### src/rtl/alu_pkg.sv
// Shared ALU definitions for the sequential divider: state encoding and default constants.
package alu_pkg;

    // Operand/result width the ALU is built and verified at.
    localparam int DIV_WIDTH = 16;

    // Quotient reported when the divisor is zero.
    localparam logic [DIV_WIDTH-1:0] DIV_ZERO_QUOT = '1;

    // Divider control states, 2-bit encoding.
    typedef enum logic [1:0] {
        DIV_IDLE = 2'd0,
        DIV_RUN  = 2'd1,
        DIV_DONE = 2'd2
    } div_state_e;

endpackage : alu_pkg

### src/rtl/cla_subtractor.sv
// N-bit subtractor A - B built as A + ~B + 1 with a carry-lookahead network.
// borrow_o is the inverted carry out: it is set when B > A.
module cla_subtractor #(
    parameter int N = 17
) (
    input  logic [N-1:0] a_i,
    input  logic [N-1:0] b_i,
    output logic [N-1:0] diff_o,
    output logic         borrow_o
);

    logic [N-1:0] b_n;
    logic [N-1:0] gen;
    logic [N-1:0] prop;
    logic [N:0]   carry;

    assign b_n  = ~b_i;
    assign gen  = a_i & b_n;
    assign prop = a_i ^ b_n;

    // Flattened lookahead: each carry is an OR of generate terms gated by the
    // propagate chain above them, plus the all-propagate path from Cin=1.
    always_comb begin
        logic term;
        logic chain;
        // NOTE: every variable written here gets a value on every pass, so no latch is inferred.
        carry    = '0;
        carry[0] = 1'b1;
        for (int i = 0; i < N; i++) begin
            term  = 1'b0;
            chain = 1'b1;
            for (int j = i; j >= 0; j--) begin
                term  = term | (chain & gen[j]);
                chain = chain & prop[j];
            end
            carry[i+1] = term | chain;
        end
    end

    assign diff_o   = prop ^ carry[N-1:0];
    assign borrow_o = ~carry[N];

endmodule : cla_subtractor

### src/rtl/seq_divider16.sv
// Multi-cycle unsigned restoring divider: one shift-and-subtract step per clock,
// quotient and remainder after WIDTH iterations, start/busy/done handshake.
module seq_divider16
    import alu_pkg::*;
#(
    parameter int WIDTH = DIV_WIDTH
) (
    input  logic             clk,
    input  logic             rst_n,
    input  logic             start,
    input  logic [WIDTH-1:0] dividend,
    input  logic [WIDTH-1:0] divisor,
    output logic             busy,
    output logic             done,
    output logic [WIDTH-1:0] quotient,
    output logic [WIDTH-1:0] remainder,
    output logic             div_by_zero
);

    localparam int CW = $clog2(WIDTH);
    localparam logic [CW-1:0] LAST_ITER = CW'(WIDTH - 1);

    div_state_e       state_q, state_d;
    logic [CW-1:0]    count_q, count_d;
    logic [WIDTH-1:0] r_q,     r_d;      // partial remainder
    logic [WIDTH-1:0] q_q,     q_d;      // dividend shifting out / quotient shifting in
    logic [WIDTH-1:0] dvs_q,   dvs_d;    // captured divisor
    logic [WIDTH-1:0] quot_q,  quot_d;
    logic [WIDTH-1:0] rem_q,   rem_d;
    logic             dbz_q,   dbz_d;

    logic [WIDTH:0]   trial;
    logic [WIDTH:0]   sub_diff;
    logic             sub_borrow;
    logic             diff_msb_unused;

    // Shift the next dividend bit into the partial remainder and try subtracting the divisor.
    assign trial = {r_q, q_q[WIDTH-1]};

    cla_subtractor #(
        .N(WIDTH + 1)
    ) u_sub (
        .a_i      (trial),
        .b_i      ({1'b0, dvs_q}),
        .diff_o   (sub_diff),
        .borrow_o (sub_borrow)
    );

    // When there is no borrow the top difference bit is always zero.
    assign diff_msb_unused = sub_diff[WIDTH];

    // Next-state logic: operand capture, one restoring step per RUN cycle, result load.
    always_comb begin
        state_d = state_q;
        count_d = count_q;
        r_d     = r_q;
        q_d     = q_q;
        dvs_d   = dvs_q;
        quot_d  = quot_q;
        rem_d   = rem_q;
        dbz_d   = dbz_q;

        case (state_q)
            DIV_IDLE: begin
                if (start) begin
                    if (divisor == '0) begin
                        quot_d  = '1;
                        rem_d   = dividend;
                        dbz_d   = 1'b1;
                        state_d = DIV_DONE;
                    end else begin
                        dvs_d   = divisor;
                        r_d     = '0;
                        q_d     = dividend;
                        count_d = '0;
                        state_d = DIV_RUN;
                    end
                end
            end

            DIV_RUN: begin
                r_d     = sub_borrow ? trial[WIDTH-1:0] : sub_diff[WIDTH-1:0];
                q_d     = {q_q[WIDTH-2:0], ~sub_borrow};
                count_d = count_q + 1'b1;
                if (count_q == LAST_ITER) begin
                    quot_d  = q_d;
                    rem_d   = r_d;
                    dbz_d   = 1'b0;
                    state_d = DIV_DONE;
                end
            end

            DIV_DONE: begin
                state_d = DIV_IDLE;
            end

            default: begin
                state_d = DIV_IDLE;
            end
        endcase
    end

    // State and datapath registers with synchronous active-low reset.
    always_ff @(posedge clk) begin
        // NOTE: sequential state uses non-blocking assignments so all registers update together.
        if (!rst_n) begin
            // NOTE: the working registers are reset too, so an aborted operation leaves nothing behind.
            state_q <= DIV_IDLE;
            count_q <= '0;
            r_q     <= '0;
            q_q     <= '0;
            dvs_q   <= '0;
            quot_q  <= '0;
            rem_q   <= '0;
            dbz_q   <= 1'b0;
        end else begin
            state_q <= state_d;
            count_q <= count_d;
            r_q     <= r_d;
            q_q     <= q_d;
            dvs_q   <= dvs_d;
            quot_q  <= quot_d;
            rem_q   <= rem_d;
            dbz_q   <= dbz_d;
        end
    end

    assign busy        = (state_q == DIV_RUN) || (state_q == DIV_DONE);
    assign done        = (state_q == DIV_DONE);
    assign quotient    = quot_q;
    assign remainder   = rem_q;
    assign div_by_zero = dbz_q;

endmodule : seq_divider16

### config.mk
export PLATFORM = sky130hd
export DESIGN_NAME = seq_divider16
export DESIGN_NICKNAME = d
export VERILOG_FILES = /design/src/rtl/alu_pkg.sv /design/src/rtl/cla_subtractor.sv /design/src/rtl/seq_divider16.sv
export SDC_FILE = /design/constraint.sdc
export NUM_CORES = 1
export LEC_CHECK = 0
export CAP_MARGIN = 40
export CORE_UTILIZATION = 42
export CTS_CLUSTER_SIZE = 10
export DETAILED_ROUTE_END_ITERATION = 6
export HOLD_SLACK_MARGIN = 0.15
export PLACE_DENSITY = 0.65
export SLEW_MARGIN = 40
export SYNTH_ARGS = -nofsm -noshare
export SYNTH_HDL_FRONTEND = slang
export SYNTH_SLANG_ARGS = --single-unit
### constraint.sdc
create_clock -name clk -period 5 [get_ports clk]
set_input_delay 1 -clock clk [delete_from_list [all_inputs] [get_ports clk]]
set_output_delay 1 -clock clk [all_outputs]
set_load 0.01 [all_outputs]
== Yosys cells after proc, flatten, opt, wreduce, memory -nomap -nowiden ==
Index checks and enable logic that the tools add are counted.
Storage, ports and cells
  register bits after elaboration: 87
Operators by class
  $add $sub $neg: 1
  eq/ne operators: 7
  muxes and demuxes: 26
  bitwise operators: 384
  reduce and logical (&&, ||, !) cells: 8
Operator list (number)
  $and A1 B1 Y1: 242
  $mux W16: 11
  $or A1 B1 Y1: 137
  $pmux W16 S2: 4
  $and A17 B17 Y17: 1
  $not A16 Y17: 1
  $xor A17 B17 Y17: 1
  $logic_not A16 Y1: 1
  $xor A16 B16 Y16: 1
  $mux W4: 2
  $ne A2 B2 Y1 const B: 4
  $pmux W4 S2: 1
  $mux W2: 3
  $reduce_and A3 Y1: 2
  $add A4 B1 Y4 const B: 1
  $eq A4 B4 Y1 const B: 1
  $pmux W2 S2: 1
  $reduce_and A4 Y1: 1
  $mux W1: 3
  $eq A2 B1 Y1 const B: 1
  $eq A2 B2 Y1 const B: 1
  $logic_not A2 Y1: 1
  $pmux W1 S2: 1
  $reduce_and A2 Y1: 1
  3 further kinds: 3

== Depth between registers and ports, before layout ==
  depth in word-level cells: 23
  depth in mapped cells: 10
  gate-level depth less buffers: 9

== Cells and area by module ==
From an unflattened synthesis, not the netlist that was laid out.
Unflattened totals
  cells, all modules: 530
  area, all modules: 4845.9 um2
By module, submodules not included
  seq_divider16: times used 1, cells each 414, area each 4008.8 um2, sequential area each 1741.7 um2
  cla_subtractor: times used 1, cells each 116, area each 837.1 um2, sequential area each 0.0 um2

== Least setup slack after synthesis ==
No wires, ideal clock.
  kind: in2reg
  start: in divisor[10]
  end: reg quot_q[0], in the netlist quotient[0]
  setup time: 0.116 ns
  arrival time: 2.620 ns
  data required time: 4.884 ns
  path slack: 2.264 ns
  cell stages on the path: 8
  buffers on the path: 2
  path through: nor4_1 nand4_1 or2_2 a21oi_1 clkbuf_1 clkbuf_1 nand2_1 o211a_1
Between the ends
  word-level cells in the longest chain between the ends: 3
RTL lines
  start: declaration: line seq_divider16.sv:12  | input logic [WIDTH-1:0] divisor,
  $logic_not A16 Y1: line seq_divider16.sv:66  | if (divisor == '0) begin
  $ne A2 B2 Y1 (no line)
  $reduce_and A4 Y1 (no line)
  end signal: assignment: line seq_divider16.sv:122  | quot_q <= quot_d;
  end: declaration: line seq_divider16.sv:28  | logic [WIDTH-1:0] quot_q, quot_d;
Every way passes these cells.
A chain may end at the register's enable or synchronous reset.

== Final worst setup path ==
  start: in divisor[10]
  end: reg quot_q[6], in the netlist quotient[6]
The elaborated chain is that of the path after synthesis.

==> report_table.html <==
<table>
<tr><th>Metric</th><th>Value</th></tr>
<tr><th colspan="2">Worst setup path</th></tr>
<tr><td>Worst-path maximum fanout</td><td>39</td></tr>
<tr><td>Endpoint type of the worst setup path</td><td>flop</td></tr>
<tr><td>Signal arrival time at the worst endpoint</td><td>3.40 ns</td></tr>
<tr><td>Crit Reg-Reg Endpoint</td><td>remainder[3]</td></tr>
<tr><td>Launch instance of the worst register-to-register path</td><td>dvs_q[8]</td></tr>
<tr><td>Required time at the endpoint of the critical path</td><td>5.30 ns</td></tr>
<tr><td>Startpoint type of the worst setup path</td><td>primary input</td></tr>
<tr><td>Worst Reg2Reg Path Length in Cells</td><td>10</td></tr>
<tr><td>Cell chain of the critical path</td><td>clkdlybuf4s50_1 -&gt; nor4_1 -&gt; nand4_1 -&gt; or2_2 -&gt; a21oi_2 -&gt; buf_4 -&gt; o21ai_0 -&gt; a21boi_0</td></tr>
<tr><td>Delay of the slowest cell on the worst path</td><td>0.48 ns</td></tr>
<tr><td>Crit path buffers/inverters</td><td>2</td></tr>
<tr><td>Launching instance or port of the critical path</td><td>divisor[10]</td></tr>
<tr><td>Worst reg-to-reg setup slack</td><td>2.23 ns</td></tr>
<tr><td>Critical path class</td><td>in2reg</td></tr>
<tr><td>Top Family by Delay on Critical Path</td><td>simple AND/OR/NAND/NOR gates</td></tr>
<tr><td>CP max-delay cell</td><td>nor4_1</td></tr>
<tr><th colspan="2">GRT</th></tr>
<tr><td>Wire length of the first global-routing pass</td><td>19,000 um</td></tr>
<tr><td>Pin count of the biggest net entering global routing</td><td>62</td></tr>
<tr><td>GRT Resource Usage Total</td><td>21.7%</td></tr>
<tr><td>Final global-route overflow total</td><td>0</td></tr>
<tr><td>Number of antenna violations at the first check in global routing</td><td>0</td></tr>
<tr><td>Vias in the first global route</td><td>3,814</td></tr>
<tr><th colspan="2">Floorplanning</th></tr>
<tr><td>Cell row count</td><td>36</td></tr>
<tr><td>Die Height</td><td>104 um</td></tr>
<tr><td>Num ports</td><td>70</td></tr>
<tr><td>Die ar.</td><td>10,900 um2</td></tr>
<tr><td>Placeable core region</td><td>9950 um2</td></tr>
<tr><td>Die span in x</td><td>104 um</td></tr>
<tr><td>Initial core utilization</td><td>44.1%</td></tr>
<tr><th colspan="2">Route</th></tr>
<tr><td>1st-iter DRT viols</td><td>190</td></tr>
<tr><td>Final ANT Viol Nets</td><td>0</td></tr>
<tr><td>DR DRC count</td><td>0</td></tr>
<tr><td>WL final</td><td>11,400 um</td></tr>
<tr><td>Mean routed wirelength per cell</td><td>15.6 um</td></tr>
<tr><td>First-pass detailed-route iteration total</td><td>5</td></tr>
<tr><td>Vias/cell</td><td>5.56</td></tr>
<tr><td>Routed vias</td><td>4,061</td></tr>
<tr><th colspan="2">Layout</th></tr>
<tr><td>ANT cells</td><td>0</td></tr>
<tr><td>Final core utilization</td><td>54.0%</td></tr>
<tr><td>Commonest cells after routing, fill and taps aside</td><td>nand2_1, dfxtp_1, clkdlybuf4s50_1, o21ai_0, a21boi_0</td></tr>
<tr><td>Final Net Count</td><td>648</td></tr>
<tr><td>Synthesis-to-layout area growth</td><td>22.4%</td></tr>
<tr><td>Fraction of layout instances using a drive strength above 1</td><td>5.86%</td></tr>
<tr><td>Most common cell after layout, fill and taps aside</td><td>nand2_1</td></tr>
<tr><th colspan="2">Timing</th></tr>
<tr><td>Shortest period the worst path allows</td><td>3.10 ns</td></tr>
<tr><td>Count of final hold-check violations</td><td>0</td></tr>
<tr><td>Setup repair after global routing missed its margin</td><td>no</td></tr>
<tr><td>Number of slew-limit violations in the final report</td><td>0</td></tr>
<tr><td>Pin slew with the least headroom to its limit</td><td>0.611 ns</td></tr>
<tr><td>Period utilisation layout</td><td>62.0%</td></tr>
<tr><td>Final Setup Violations</td><td>0</td></tr>
<tr><td>Worst Clk Skew</td><td>0.0126 ns</td></tr>
<tr><td>Headroom to the max-slew limit</td><td>59.3%</td></tr>
<tr><td>Peak clock frequency supported by timing</td><td>322 MHz</td></tr>
<tr><td>Setup total negative slack</td><td>0 ns</td></tr>
<tr><th colspan="2">Clocking</th></tr>
<tr><td>Num Clock Sinks</td><td>87</td></tr>
<tr><td>Clock buffers created by TritonCTS</td><td>9</td></tr>
<tr><td>CTS Root Cell</td><td>clkbuf_8</td></tr>
<tr><td>Later-pin clock latency in the skew report</td><td>0.36 ns</td></tr>
<tr><td>Number of buffers added to fix hold violations after cts</td><td>0</td></tr>
<tr><td>Number of H-tree branching levels</td><td>3</td></tr>
<tr><td>Clock slew at the register clock pins of the worst setup and hold paths</td><td>0.10 ns</td></tr>
<tr><td>Maximum clock path buffer count</td><td>2</td></tr>
<tr><td>CTS tree</td><td>built</td></tr>
<tr><td>CTS-repair resized insts</td><td>0</td></tr>
<tr><td>Number of buffers inserted to repair setup after CTS</td><td>0</td></tr>
<tr><th colspan="2">Hold path</th></tr>
<tr><td>Number of stages on the worst hold path</td><td>2</td></tr>
<tr><td>Min-delay src</td><td>quotient[12]</td></tr>
<tr><td>Path type of the worst min-delay path</td><td>reg2reg</td></tr>
<tr><td>Hold Path End</td><td>quotient[12]</td></tr>
<tr><th colspan="2">Yosys</th></tr>
<tr><td>Unique cell type count in the Yosys netlist</td><td>50</td></tr>
<tr><td>EDFF count, synth</td><td>0</td></tr>
<tr><td>Post-synthesis sequential area ratio</td><td>39.6%</td></tr>
<tr><td>Area leader, netlist</td><td>dfxtp_1</td></tr>
<tr><td>Yosys warns</td><td>0</td></tr>
<tr><td>Synth top area share</td><td>39.6%</td></tr>
<tr><td>Number of synthesized register bits</td><td>87</td></tr>
<tr><td>Share of synthesized cell area in full adder, half adder and majority cells</td><td>5.98%</td></tr>
<tr><td>Largest cells by area after synthesis</td><td>dfxtp_1, nand2_1, o21ai_0, ha_1, a21boi_0</td></tr>
<tr><td>Simple-gate portion of the synthesized area</td><td>17.1%</td></tr>
<tr><td>Mean instance size in the synthesized netlist</td><td>8.17 um2</td></tr>
<tr><td>Share of cell area taken by muxes after synthesis</td><td>0.228%</td></tr>
<tr><td>Share of async-settable or async-resettable flops after synthesis</td><td>0%</td></tr>
<tr><td>Main synth FF type</td><td>dfxtp_1</td></tr>
<tr><td>Net Count, Synth</td><td>594</td></tr>
<tr><td>Main combinational cell family by area after synthesis</td><td>compound AO/OA/AOI/OAI gates</td></tr>
<tr><td>Xor and xnor fraction of the mapped netlist area</td><td>2.39%</td></tr>
<tr><td>Area of the mapped netlist</td><td>4390 um2</td></tr>
<tr><td>Gate count of the mapped netlist</td><td>538</td></tr>
<tr><td>Synth Area in Compound Gates</td><td>29.4%</td></tr>
<tr><th colspan="2">Placement</th></tr>
<tr><td>IO Port Bufs</td><td>69</td></tr>
<tr><td>Gp weighted congestion</td><td>0.851</td></tr>
<tr><td>Hpwl dp</td><td>8300 um</td></tr>
<tr><th colspan="2">Power</th></tr>
<tr><td>Leakage power</td><td>0.00210 uW</td></tr>
<tr><td>Total power per unit cell area</td><td>370 nW/um2</td></tr>
<tr><td>Peak ir drop on the vdd network</td><td>171 uV</td></tr>
<tr><th colspan="2">Run status</th></tr>
<tr><td>Status</td><td>finished, final reports clean</td></tr>
<tr><th colspan="2">Flow run</th></tr>
<tr><td>Max-cap violation count</td><td>0</td></tr>
</table>
## through the flow
step | total power, uW | cell area (um2) | setup WS (ns) | instances | hold slack, ns
final | 1990 | 5380 | 1.90 | 730 | 0.462
after global routing | 2120 | 5380 | 1.71 | 730 | 0.487
after CTS | 2000 | 5380 | 1.93 | 730 | 0.467
after detailed placement | 1480 | 5170 | 1.55 | 714 | 0.454
after global placement | 1470 | 5170 | 1.63 | 714 | 0.452
after floorplan | 1300 | 4390 | 2.26 | 538 | 0.443
## power by group
part / switching, uW / leakage, uW / total (uW) / internal [uW]
sequential: 53.7 / 0.000711 / 815 / 762
clock: 264 / 0.000101 / 513 / 250
combinational: 377 / 0.00129 / 662 / 285
total: 694 / 0.00210 / 1990 / 1300
## cell usage after synthesis (7+ instances only)
cell       n
nor2_1    18
xnor2_1    7
a21oi_1   27
nand2_1   96
dfxtp_1   87
a31oi_1   28
nor2b_1   13
clkbuf_1  28
a21boi_0  33
o21ai_0   58
nand3_1   15
ha_1      21
inv_1     23
o211a_1   17
## how the worst max path moves through the flow
| stage | to | slack (ns) | cells past startpoint |
|---|---|---|---|
| detailed placement | quotient[6] | 1.55 | 8 |
| global placement | quotient[6] | 1.63 | 8 |
| CTS | quotient[6] | 1.93 | 8 |
| floorplan | quotient[0] | 2.26 | 8 |
| finish | quotient[6] | 1.90 | 8 |
| global route | quotient[2] | 1.71 | 8 |
## worst min-delay path, delay by kind of cell, from the launching register on
kind	cells	cell delay, ns
compound gates	1	0.06
flops	1	0.32
simple gates	1	0.05
## cell families after synthesis
family / Yosys count
DFF: 87
muxes: 1
xor gates and xnor gates: 12
adders and majority gates: 21
AOI/OAI and AO/OA: 194
buffers and inverters: 57
and+or+nand+nor: 166
## per-layer routing
layer | global-route usage, % | share of wire [%] | wire [um] | vias to the layer above
met5 | 0 | 0 | 0 | -
met4 | 5.00 | 1.2 | 139 | 0
met3 | 4.57 | 5.2 | 598 | 15
met2 | 34.9 | 46 | 5250 | 114
met1 | 29.5 | 48 | 5440 | 1903
li1 | - | - | - | 2029
## area by class of cell
class | count | area [um2]
Multi-Input combinational cell | 394 | 2430
Clock inverter | 5 | 63.8
Timing Repair Buffer | 77 | 748
Sequential cell | 87 | 1740
Inverter | 23 | 86.3
Tap cell | 133 | 166
Fill cell | 947 | 4580
Clock buffer | 11 | 141
## state kept, by name, summed over array words and instances (netlist names)
signal and count:
div_by_zero 1, q_q 16, quotient 16, dvs_q 16
count_q 4, state_q 2, r_q 16, remainder 16
(Power assumes the default switching activity.)
